==> src/rtl/sisc_pkg.sv <==
// Shared definitions for the SISC fetch datapath: opcodes, IR field positions, fetch FSM states.
// Latency: n/a (types and constants only).
// Backpressure: n/a.
package sisc_pkg;

    // Opcode map (IR[31:28])
    localparam logic [3:0] OP_NOOP = 4'h0;
    localparam logic [3:0] OP_ALU  = 4'h1;
    localparam logic [3:0] OP_LOD  = 4'h2;
    localparam logic [3:0] OP_STR  = 4'h3;
    localparam logic [3:0] OP_BRA  = 4'h4;
    localparam logic [3:0] OP_BRR  = 4'h5;
    localparam logic [3:0] OP_BNE  = 4'h6;
    localparam logic [3:0] OP_BNR  = 4'h7;
    localparam logic [3:0] OP_HLT  = 4'hF;

    // IR field positions
    localparam int OPCODE_LSB = 28;
    localparam int MM_LSB     = 24;
    localparam int RD_LSB     = 20;
    localparam int RS_LSB     = 16;
    localparam int RT_LSB     = 12;
    localparam int IMM_LSB    = 0;
    localparam int FIELD_W    = 4;
    localparam int IMM_W      = 16;

    // IR value after reset: a NOOP with all other fields zero
    localparam logic [31:0] IR_RESET = {OP_NOOP, 28'h0};

    // Fetch FSM: ST_PREF is only reachable when the prefetch buffer is built in
    typedef enum logic [1:0] {
        ST_IDLE = 2'd0,
        ST_WAIT = 2'd1,
        ST_PREF = 2'd2
    } fetch_state_e;

endpackage

==> src/rtl/sisc_prefetch_buf.sv <==
// One-entry instruction prefetch buffer {addr, data, valid} with tag compare against a lookup address.
// Latency: fill visible next cycle; hit/rd_data are combinational from the stored entry.
// Backpressure: none; invalidate and consume both clear the entry, fill is ignored by the caller when either applies.
// Ports: clk/rst_f; fill/fill_addr/fill_data write the entry; inval, consume clear it;
//        lookup_addr is compared against the stored tag -> hit, rd_data returns the stored word.
module sisc_prefetch_buf
    import sisc_pkg::*;
#(
    parameter int AW = 16,
    parameter int DW = 32
) (
    input  logic          clk,
    input  logic          rst_f,
    input  logic          fill,
    input  logic [AW-1:0] fill_addr,
    input  logic [DW-1:0] fill_data,
    input  logic          inval,
    input  logic          consume,
    input  logic [AW-1:0] lookup_addr,
    output logic          hit,
    output logic [DW-1:0] rd_data
);

    logic          valid;
    logic [AW-1:0] tag;
    logic [DW-1:0] data_r;

    always_ff @(posedge clk or negedge rst_f) begin
        if (!rst_f) begin
            valid  <= 1'b0;
            tag    <= '0;
            data_r <= '0;
        end else begin
            if (fill) begin
                valid  <= 1'b1;
                tag    <= fill_addr;
                data_r <= fill_data;
            end
            // Clearing wins over a simultaneous fill
            if (inval || consume) begin
                valid <= 1'b0;
            end
        end
    end

    assign hit     = valid && (tag == lookup_addr);
    assign rd_data = data_r;

endmodule

==> src/rtl/sisc_fetch_unit.sv <==
// SISC fetch unit: owns PC and IR, fetches instruction words over imem req/ack, decodes IR fields.
// Latency: ir_load -> IR valid in 2 clks minimum (0 stall on a prefetch hit when SISC_PREFETCH_EN is defined).
// Backpressure: fetch_busy holds the controller in its fetch state until the word is taken; imem_req held until imem_ack.
// Ports: clk, rst_f (async active-low); pc_rst/pc_write/pc_sel/br_sel/ir_load control inputs;
//        imem_req/imem_addr/imem_ack/imem_rdata memory handshake; fetch_busy; pc; opcode/mm/rd/rs/rt/imm IR fields.
// Build option: define SISC_PREFETCH_EN for the one-entry sequential prefetch buffer.
module sisc_fetch_unit
    import sisc_pkg::*;
#(
    parameter int              PC_W      = 16,
    parameter int              INSTR_W   = 32,
    parameter logic [PC_W-1:0] RESET_VEC = '0
) (
    input  logic               clk,
    input  logic               rst_f,
    input  logic               pc_rst,
    input  logic               pc_write,
    input  logic               pc_sel,
    input  logic               br_sel,
    input  logic               ir_load,
    output logic               imem_req,
    output logic [PC_W-1:0]    imem_addr,
    input  logic               imem_ack,
    input  logic [INSTR_W-1:0] imem_rdata,
    output logic               fetch_busy,
    output logic [PC_W-1:0]    pc,
    output logic [3:0]         opcode,
    output logic [3:0]         mm,
    output logic [3:0]         rd,
    output logic [3:0]         rs,
    output logic [3:0]         rt,
    output logic [15:0]        imm
);

    fetch_state_e       state;
    logic [INSTR_W-1:0] ir;
    logic [PC_W-1:0]    pc_r;
    logic [PC_W-1:0]    pc_next;
    logic [PC_W-1:0]    imm_sext;
    logic [PC_W-1:0]    imm_abs;
    logic               pc_upd_en;
    // A pc_rst seen during a demand fetch makes the returning word stale
    logic               discard;

    // ------------------------------------------------------------------
    // PC update (shared by both builds; pc_upd_en differs)
    // ------------------------------------------------------------------
    assign imm_sext = PC_W'($signed(ir[IMM_LSB +: IMM_W]));
    assign imm_abs  = PC_W'(ir[IMM_LSB +: IMM_W]);

    always_comb begin
        pc_next = pc_r;
        if (pc_rst) begin
            pc_next = RESET_VEC;
        end else if (pc_write && pc_upd_en) begin
            if (!pc_sel) begin
                pc_next = pc_r + PC_W'(1);
            end else if (br_sel) begin
                pc_next = imm_abs;
            end else begin
                // IR was fetched from pc-1, so the offset is relative to the next instruction
                pc_next = pc_r + imm_sext;
            end
        end
    end

    always_ff @(posedge clk or negedge rst_f) begin
        if (!rst_f) begin
            pc_r <= RESET_VEC;
        end else begin
            pc_r <= pc_next;
        end
    end

`ifdef SISC_PREFETCH_EN
    // ------------------------------------------------------------------
    // Fetch FSM with one-entry sequential prefetch
    // ------------------------------------------------------------------
    logic               pf_pending;  // a prefetch of pc is owed (after reset / IR load)
    logic               pf_drop;     // in-flight prefetch was invalidated, drop its data
    logic               inval_now;
    logic               pf_match;
    logic               pf_ack_hit;
    logic               buf_hit;
    logic               buf_fill;
    logic               idle_hit;
    logic [INSTR_W-1:0] buf_data;

    // Any branch request or pc_rst kills speculation, even one the FSM ignores
    assign inval_now  = pc_rst || (pc_write && pc_sel);
    assign pf_match   = (imem_addr == pc_r);
    // Demand fetch satisfied directly by the prefetch returning this cycle
    assign pf_ack_hit = (state == ST_PREF) && imem_ack && !pf_drop && !pc_rst && ir_load && pf_match;
    assign idle_hit   = (state == ST_IDLE) && ir_load && buf_hit;
    assign buf_fill   = (state == ST_PREF) && imem_ack && !pf_drop && !inval_now && !pf_ack_hit;

    // PC frozen while a demand fetch is outstanding, like WAIT
    assign pc_upd_en  = (state == ST_IDLE) ||
                        ((state == ST_PREF) && (!ir_load || pf_ack_hit));

    assign fetch_busy = ((state == ST_IDLE) && ir_load && !buf_hit) ||
                        ((state == ST_WAIT) && !imem_ack) ||
                        ((state == ST_PREF) && ir_load && !pf_ack_hit);

    sisc_prefetch_buf #(
        .AW (PC_W),
        .DW (INSTR_W)
    ) u_pf_buf (
        .clk         (clk),
        .rst_f       (rst_f),
        .fill        (buf_fill),
        .fill_addr   (imem_addr),
        .fill_data   (imem_rdata),
        .inval       (inval_now),
        .consume     (idle_hit),
        .lookup_addr (pc_r),
        .hit         (buf_hit),
        .rd_data     (buf_data)
    );

    always_ff @(posedge clk or negedge rst_f) begin
        if (!rst_f) begin
            state      <= ST_IDLE;
            imem_req   <= 1'b0;
            imem_addr  <= '0;
            ir         <= INSTR_W'(IR_RESET);
            discard    <= 1'b0;
            pf_pending <= 1'b1;
            pf_drop    <= 1'b0;
        end else begin
            case (state)
                ST_IDLE: begin
                    if (ir_load) begin
                        if (buf_hit) begin
                            ir         <= buf_data;
                            pf_pending <= 1'b1;
                        end else begin
                            imem_addr <= pc_r;
                            imem_req  <= 1'b1;
                            discard   <= 1'b0;
                            state     <= ST_WAIT;
                        end
                    end else if (pf_pending && !pc_write && !pc_rst) begin
                        // Only speculate while pc is stable this cycle
                        imem_addr  <= pc_r;
                        imem_req   <= 1'b1;
                        pf_pending <= 1'b0;
                        pf_drop    <= 1'b0;
                        state      <= ST_PREF;
                    end else if (inval_now) begin
                        pf_pending <= 1'b0;
                    end
                end
                ST_WAIT: begin
                    if (pc_rst) begin
                        discard <= 1'b1;
                    end
                    if (imem_ack) begin
                        if (!discard && !pc_rst) begin
                            ir         <= imem_rdata;
                            pf_pending <= 1'b1;
                        end
                        imem_req <= 1'b0;
                        discard  <= 1'b0;
                        state    <= ST_IDLE;
                    end
                end
                ST_PREF: begin
                    if (inval_now) begin
                        pf_drop <= 1'b1;
                    end
                    if (imem_ack) begin
                        if (pf_ack_hit) begin
                            ir         <= imem_rdata;
                            pf_pending <= 1'b1;
                        end
                        imem_req <= 1'b0;
                        pf_drop  <= 1'b0;
                        state    <= ST_IDLE;
                    end
                end
                default: begin
                    state    <= ST_IDLE;
                    imem_req <= 1'b0;
                end
            endcase
        end
    end
`else
    // ------------------------------------------------------------------
    // Plain fetch FSM: one demand request per ir_load
    // ------------------------------------------------------------------
    assign pc_upd_en  = (state != ST_WAIT);
    assign fetch_busy = ((state == ST_IDLE) && ir_load) ||
                        ((state == ST_WAIT) && !imem_ack);

    always_ff @(posedge clk or negedge rst_f) begin
        if (!rst_f) begin
            state     <= ST_IDLE;
            imem_req  <= 1'b0;
            imem_addr <= '0;
            ir        <= INSTR_W'(IR_RESET);
            discard   <= 1'b0;
        end else begin
            case (state)
                ST_IDLE: begin
                    // imem_ack here is a stray response and is ignored
                    if (ir_load) begin
                        imem_addr <= pc_r;
                        imem_req  <= 1'b1;
                        discard   <= 1'b0;
                        state     <= ST_WAIT;
                    end
                end
                ST_WAIT: begin
                    if (pc_rst) begin
                        discard <= 1'b1;
                    end
                    if (imem_ack) begin
                        if (!discard && !pc_rst) begin
                            ir <= imem_rdata;
                        end
                        imem_req <= 1'b0;
                        discard  <= 1'b0;
                        state    <= ST_IDLE;
                    end
                end
                default: begin
                    state    <= ST_IDLE;
                    imem_req <= 1'b0;
                end
            endcase
        end
    end
`endif

    // ------------------------------------------------------------------
    // Outputs
    // ------------------------------------------------------------------
    assign pc     = pc_r;
    assign opcode = ir[OPCODE_LSB +: FIELD_W];
    assign mm     = ir[MM_LSB     +: FIELD_W];
    assign rd     = ir[RD_LSB     +: FIELD_W];
    assign rs     = ir[RS_LSB     +: FIELD_W];
    assign rt     = ir[RT_LSB     +: FIELD_W];
    assign imm    = ir[IMM_LSB    +: IMM_W];

endmodule

==> config.mk <==
export PLATFORM = sky130hd
export DESIGN_NAME = sisc_fetch_unit
export DESIGN_NICKNAME = d
export VERILOG_FILES = /design/src/rtl/sisc_pkg.sv /design/src/rtl/sisc_prefetch_buf.sv /design/src/rtl/sisc_fetch_unit.sv
export SDC_FILE = /design/constraint.sdc
export NUM_CORES = 1
export LEC_CHECK = 0
export BUFFER_PORTS_ARGS = -buffer_cell sky130_fd_sc_hd__buf_2
export CAP_MARGIN = 20
export CORE_ASPECT_RATIO = 0.6
export CORE_UTILIZATION = 52
export DETAILED_ROUTE_END_ITERATION = 7
export GPL_TIMING_DRIVEN = 0
export PLACE_DENSITY_LB_ADDON = 0.12
export RECOVER_POWER = 100
export SLEW_MARGIN = 10
export SYNTH_ARGS = -nofsm -noshare
export SYNTH_HDL_FRONTEND = slang
export SYNTH_SLANG_ARGS = --single-unit
==> constraint.sdc <==
create_clock -name clk -period 2.75 [get_ports clk]
set_input_delay 0.4125 -clock clk [delete_from_list [all_inputs] [get_ports clk]]
set_output_delay 0.4125 -clock clk [all_outputs]
set_load 0.01 [all_outputs]
# Word level (Yosys, flattened, before mapping)
# Index checks and enable logic that the tools add are counted.
# word_totals
input_bits,40
regBits,68
word_cells,42
# op_classes
n_eq_ne,5
n_mux,14
reduce_logical,15
addsub,2
# ops
op,n
two-way mux 16 bit,4
"adder 16 x 1 -> 16 bit, second input constant",1
adder 16 bit,1
AND reduction 3 bit,2
two-way mux 1 bit,5
logical AND 1 bit,4
two-way mux 2 bit,2
"!= test 2 bit, second input constant",2
one-hot mux 1 bit (2 select lines),2
one-hot mux 2 bit (2 select lines),1
AND reduction 2 bit,2
nonzero test 2 bit,2
zero test 1 bit,3
"!= test 3 bit, second input constant",1
"equality test 2 x 1 -> 1 bit, second input constant",1
zero test 2 bit,1
"!= test 2 x 1 -> 1 bit, second input constant",1
logical OR 1 bit,1

# Longest topological paths before layout
# logic_depth
word_depth,5
mapped_depth,10
depth_no_buf,10

# Worst setup path before layout
# OpenSTA, ideal clock, no wires.
# synth_timing
kind,flip-flop to flip-flop
from,"register pc_r[0], in the netlist pc[0]"
to,"register pc_r[14], in the netlist pc[14]"
path_stages_with_launch,11
n_path_buf,0
synth_period_minus_slack_ps,2370
t_required_ps,2627
setup_ps,123
t_arrival_ps,2247
setup_slack_ps,380
path_cell_list,dfrtp_1 -> ha_1 -> inv_1 -> fa_1 -> and2b_1 -> o2111ai_2 -> a21boi_2 -> o31ai_1 -> a211oi_1 -> mux2i_1 -> o21ai_1
# synth_between
elab_chain_len,5
word_cells_on_any_way,6
# synth_lines
element,line,text
start: declaration,sisc_fetch_unit.sv:37,logic [PC_W-1:0] pc_r;
start signal: assignment,sisc_fetch_unit.sv:71,pc_r <= pc_next;
adder 16 bit,sisc_fetch_unit.sv:62,pc_next = pc_r + imm_sext;
two-way mux 16 bit,sisc_fetch_unit.sv:58,end else if (br_sel) begin
two-way mux 16 bit *,sisc_fetch_unit.sv:56,if (!pc_sel) begin
two-way mux 16 bit *,sisc_fetch_unit.sv:55,end else if (pc_write && pc_upd_en) begin
two-way mux 16 bit *,sisc_fetch_unit.sv:53,if (pc_rst) begin
# Every way passes the cells marked *; elsewhere a longest branch is shown, timed or not. The select of a mux whose other input is x is not followed.
# A chain may end at the register's enable or synchronous reset.

# Worst setup path in the final report
# Ends and elaborated chain as after synthesis.

==> results by group <==
Outcome
  • Status: finished, violations left
  • Failing checks: DRC, capacitance limit, slew limit

Power
  • Leak: around 0.0021 µW
  • Peak supply drop: between 400 and 500 µV
  • Part of the power in registers: 37.9%
  • Pwr Total: approximately 3800 µW
  • Int Pwr: 2390 µW
  • Logic gate share of total power: 34.4%
  • Clock share of power: between 20% and 30%
  • Switch share: between 30% and 40%
  • Switching pwr: around 1400 µW
  • P per Cell Area: slightly above 800 mW/mm²

Timing
  • Fin. max-slew vios: 67
  • Worst-Margin Slew: 1.55 ns
  • Final Hold Viols: 0
  • Sum Neg Setup Slack: 0 ns
  • Final setup viols: 0
  • Final WS setup: about 0.062 ns
  • F_max: 372 MHz
  • Final period utilization: a little over nine tenths
  • Worst Clk Skew: 0.00668 ns
  • Tmin final: 2.69 ns
  • Worst slew margin: -3.24%
  • Min Hold Slack: 0.299 ns

Logic synthesis
  • Syn Std Cell Area: 0.00379 mm²
  • Synth warnings: 0
  • Mapped Avg Cell Area: 9.93 µm²
  • Asr flop ratio synth: 100%
  • Leading area contributor after synthesis: dfrtp_1
  • Top FF cell, synth: dfrtp_1
  • Synth unique cells: 59
  • Seq cells post-synth: between 60 and 70
  • Seq/Total Area, Yosys: approximately 44%
  • EDFF count, synth: 0
  • Synth Instances: ~380
  • Top cells by area, synth: dfrtp_1 (44%), mux2_2 (13%), ha_1 (5.3%), nand2_1 (4.4%), o21ai_0 (4.0%)
  • Synth cell count leaders: dfrtp_1 (66), nand2_1 (44), mux2_2 (43)
  • Yosys top cell area share: about 44%
  • Syn Nets: between 400 and 500
  • Count leader, synth: dfrtp_1

Clock network
  • Clk Latency, worst-skew pair: between 0.3 and 0.4 ns
  • Root buffer cell: clkbuf_16
  • CTS Sinks: 66
  • CTS buffer count: 9
  • CTS H-tree lvls: 3
  • TritonCTS clock tree: done
  • Clk buf depth: 2
  • Clock Pin Slew Worst Setup and Hold Paths: 0.06 ns

Cells and area
  • # diodes: 0
  • Proportion of layout cells with a drive suffix above 1: 24.8%
  • Reg area: 0.00165 mm²
  • Finished Layout Cells: slightly below 600
  • Fillers: between 500 and 600
  • Area growth, synth to finish: 23.0%
  • Multi-input gate area: 0.00201 mm²
  • Fin nets: 562

GRT
  • First-pass GRT wire length: 15400 µm
  • Vias in the first global route: 2968
  • GRT Util Overall: 27.1%
  • Initial antenna violation count: 0
  • Largest net degree at the start of global routing: 67
  • Remaining Overflow, GRT: 0

Placed design
  • Place WS: 0.0336 ns
  • Gpl congestion: about 0.86
  • HPWL Detailed: between 7000 and 8000 µm
  • Placed cells: 577
  • PortBufs: 107

Worst setup path
  • Worst EP arrival: approximately 2.9 ns
  • Worst setup SP type: flip-flop
  • CP Capture Type: flip-flop
  • Critical Path RT: 2.96 ns
  • Crit-path max FO: 7
  • Crit-path cells: ha_1, inv_1, fa_1, and2b_1, o2111ai_2, a21boi_2, o31ai_1, a211oi_1, mux2i_1, o21ai_1
  • Max incr delay on CP: 0.42 ns
  • Slowest cell on crit path: dfrtp_2
  • CP Class: flip-flop to flip-flop

Drt
  • Post-DRT Antenna Nets: 0
  • Initial DRC Count: 199
  • Drc violations: 7
  • Via density: roughly 5.8
  • WL/cell: roughly 17 µm
  • First drt pass iteration count: 6
  • Routed wire length: 9880 µm
  • Total number of vias: about 3400

Floorplanning
  • DIE WIDTH: 112 µm
  • Core area: 0.00685 mm²
  • Die height: 68.2 µm
  • Top Ports: 110
  • Row Count: 23
  • Initial Util: 55.4%
  • Die area: 0.00765 mm²

Flow run
  • Max cap viols: 1

Min path
  • Worst hold path type: primary input to flip-flop
-- metal layers --
metal,wire length (µm),track usage [%],vias to the layer above
met5,0,0,-
met1,4790,39.5,1610
met2,4070,38.4,163
li1,-,-,1637
met4,149,11.2,0
met3,872,6.91,17
-- cell type report --
| cell class | count | share of cell area, % |
|---|---|---|
| well taps | 87 | 2.33 |
| plain buffers | 19 | 1.90 |
| repair buffers | 112 | 10.6 |
| multi-input cells | 287 | 43.1 |
| flip-flops and latches | 66 | 35.5 |
| clock buffers | 10 | 5.12 |
| clock inverters | 5 | 0.671 |
| inverters | 10 | 0.805 |
-- worst max-delay path, delay by kind of cell (launching register included) --
family	cells	cell delay, ns
compound gates	5	0.89
fa+ha+maj	2	0.59
buf+inv	1	0.06
flops	1	0.42
mux	1	0.35
simple gates	1	0.24
-- power groups by stage --
stage / logic (µW) / clock network, µW / registers, µW
floorplan: 775 / 0 / 1490
global placement: 1300 / 0 / 1410
detailed placement: 1330 / 0 / 1430
CTS: 1340 / 1060 / 1420
global route: 1430 / 1100 / 1460
finish: 1290 / 1040 / 1420
-- flip-flops by register name (all words and copies together), names as in the netlist --
register   cells
discard        1
imem_req       1
pc            16
ir            32
imem_addr     16
-- stage by stage --
step	util [%]	area [µm²]
finish	68.1	4660
global route	68.1	4660
CTS	69.2	4740
detailed placement	65.2	4470
global placement	64.8	4440
floorplan	-	3790
-- cells by family (layout without fill, tap and decap cells) --
kind of cell	Yosys count	in the layout	synth area share [%]
AO/OA/AOI/OAI	93	93	15.5
XOR/XNOR	11	11	2.54
adder cells (fa/ha/maj)	17	17	5.80
buffers and inverters	29	156	3.46
flip-flops	66	66	43.5
multiplexers	49	49	14.3
AND/OR/NAND/NOR	117	117	14.8
-- cell usage in the layout, fill, tap and decap left out, types with 6 or more instances in the layout --
cell type	n
mux2_2	43
dfrtp_1	64
clkbuf_16	9
clkbuf_1	76
o21ai_0	30
ha_1	16
nand3_1	11
xor2_1	6
inv_1	9
buf_2	44
nor2_1	24
mux2i_1	6
nand2_1	44
nor3_1	11
a21oi_1	21
-- repair_timing --
item	in CTS	in global routing
setup endpoints to repair	1	2
gates resized for setup	1	1
pin swaps	0	1
hold buffers	0	0
buffers inserted	0	4
-- path summary, 6_finish.rpt --
| path | from | end | slack, ns | cells past startpoint |
|---|---|---|---|---|
| max in group asynchronous | rst_f | pc[1] | 1.17 | 2 |
| setup / recovery | pc[0] | pc[14] | 0.06 | 10 |
| setup reg to reg | pc[0] | pc[14] | 0.06 | 10 |
| hold / removal | imem_ack | imem_req | 0.30 | 2 |
| min in group asynchronous | rst_f | imem_addr[3] | 0.57 | 2 |
| hold reg to reg | imem_addr[4] | imem_addr[4] | 0.47 | 2 |
(Power assumes the default switching activity.)
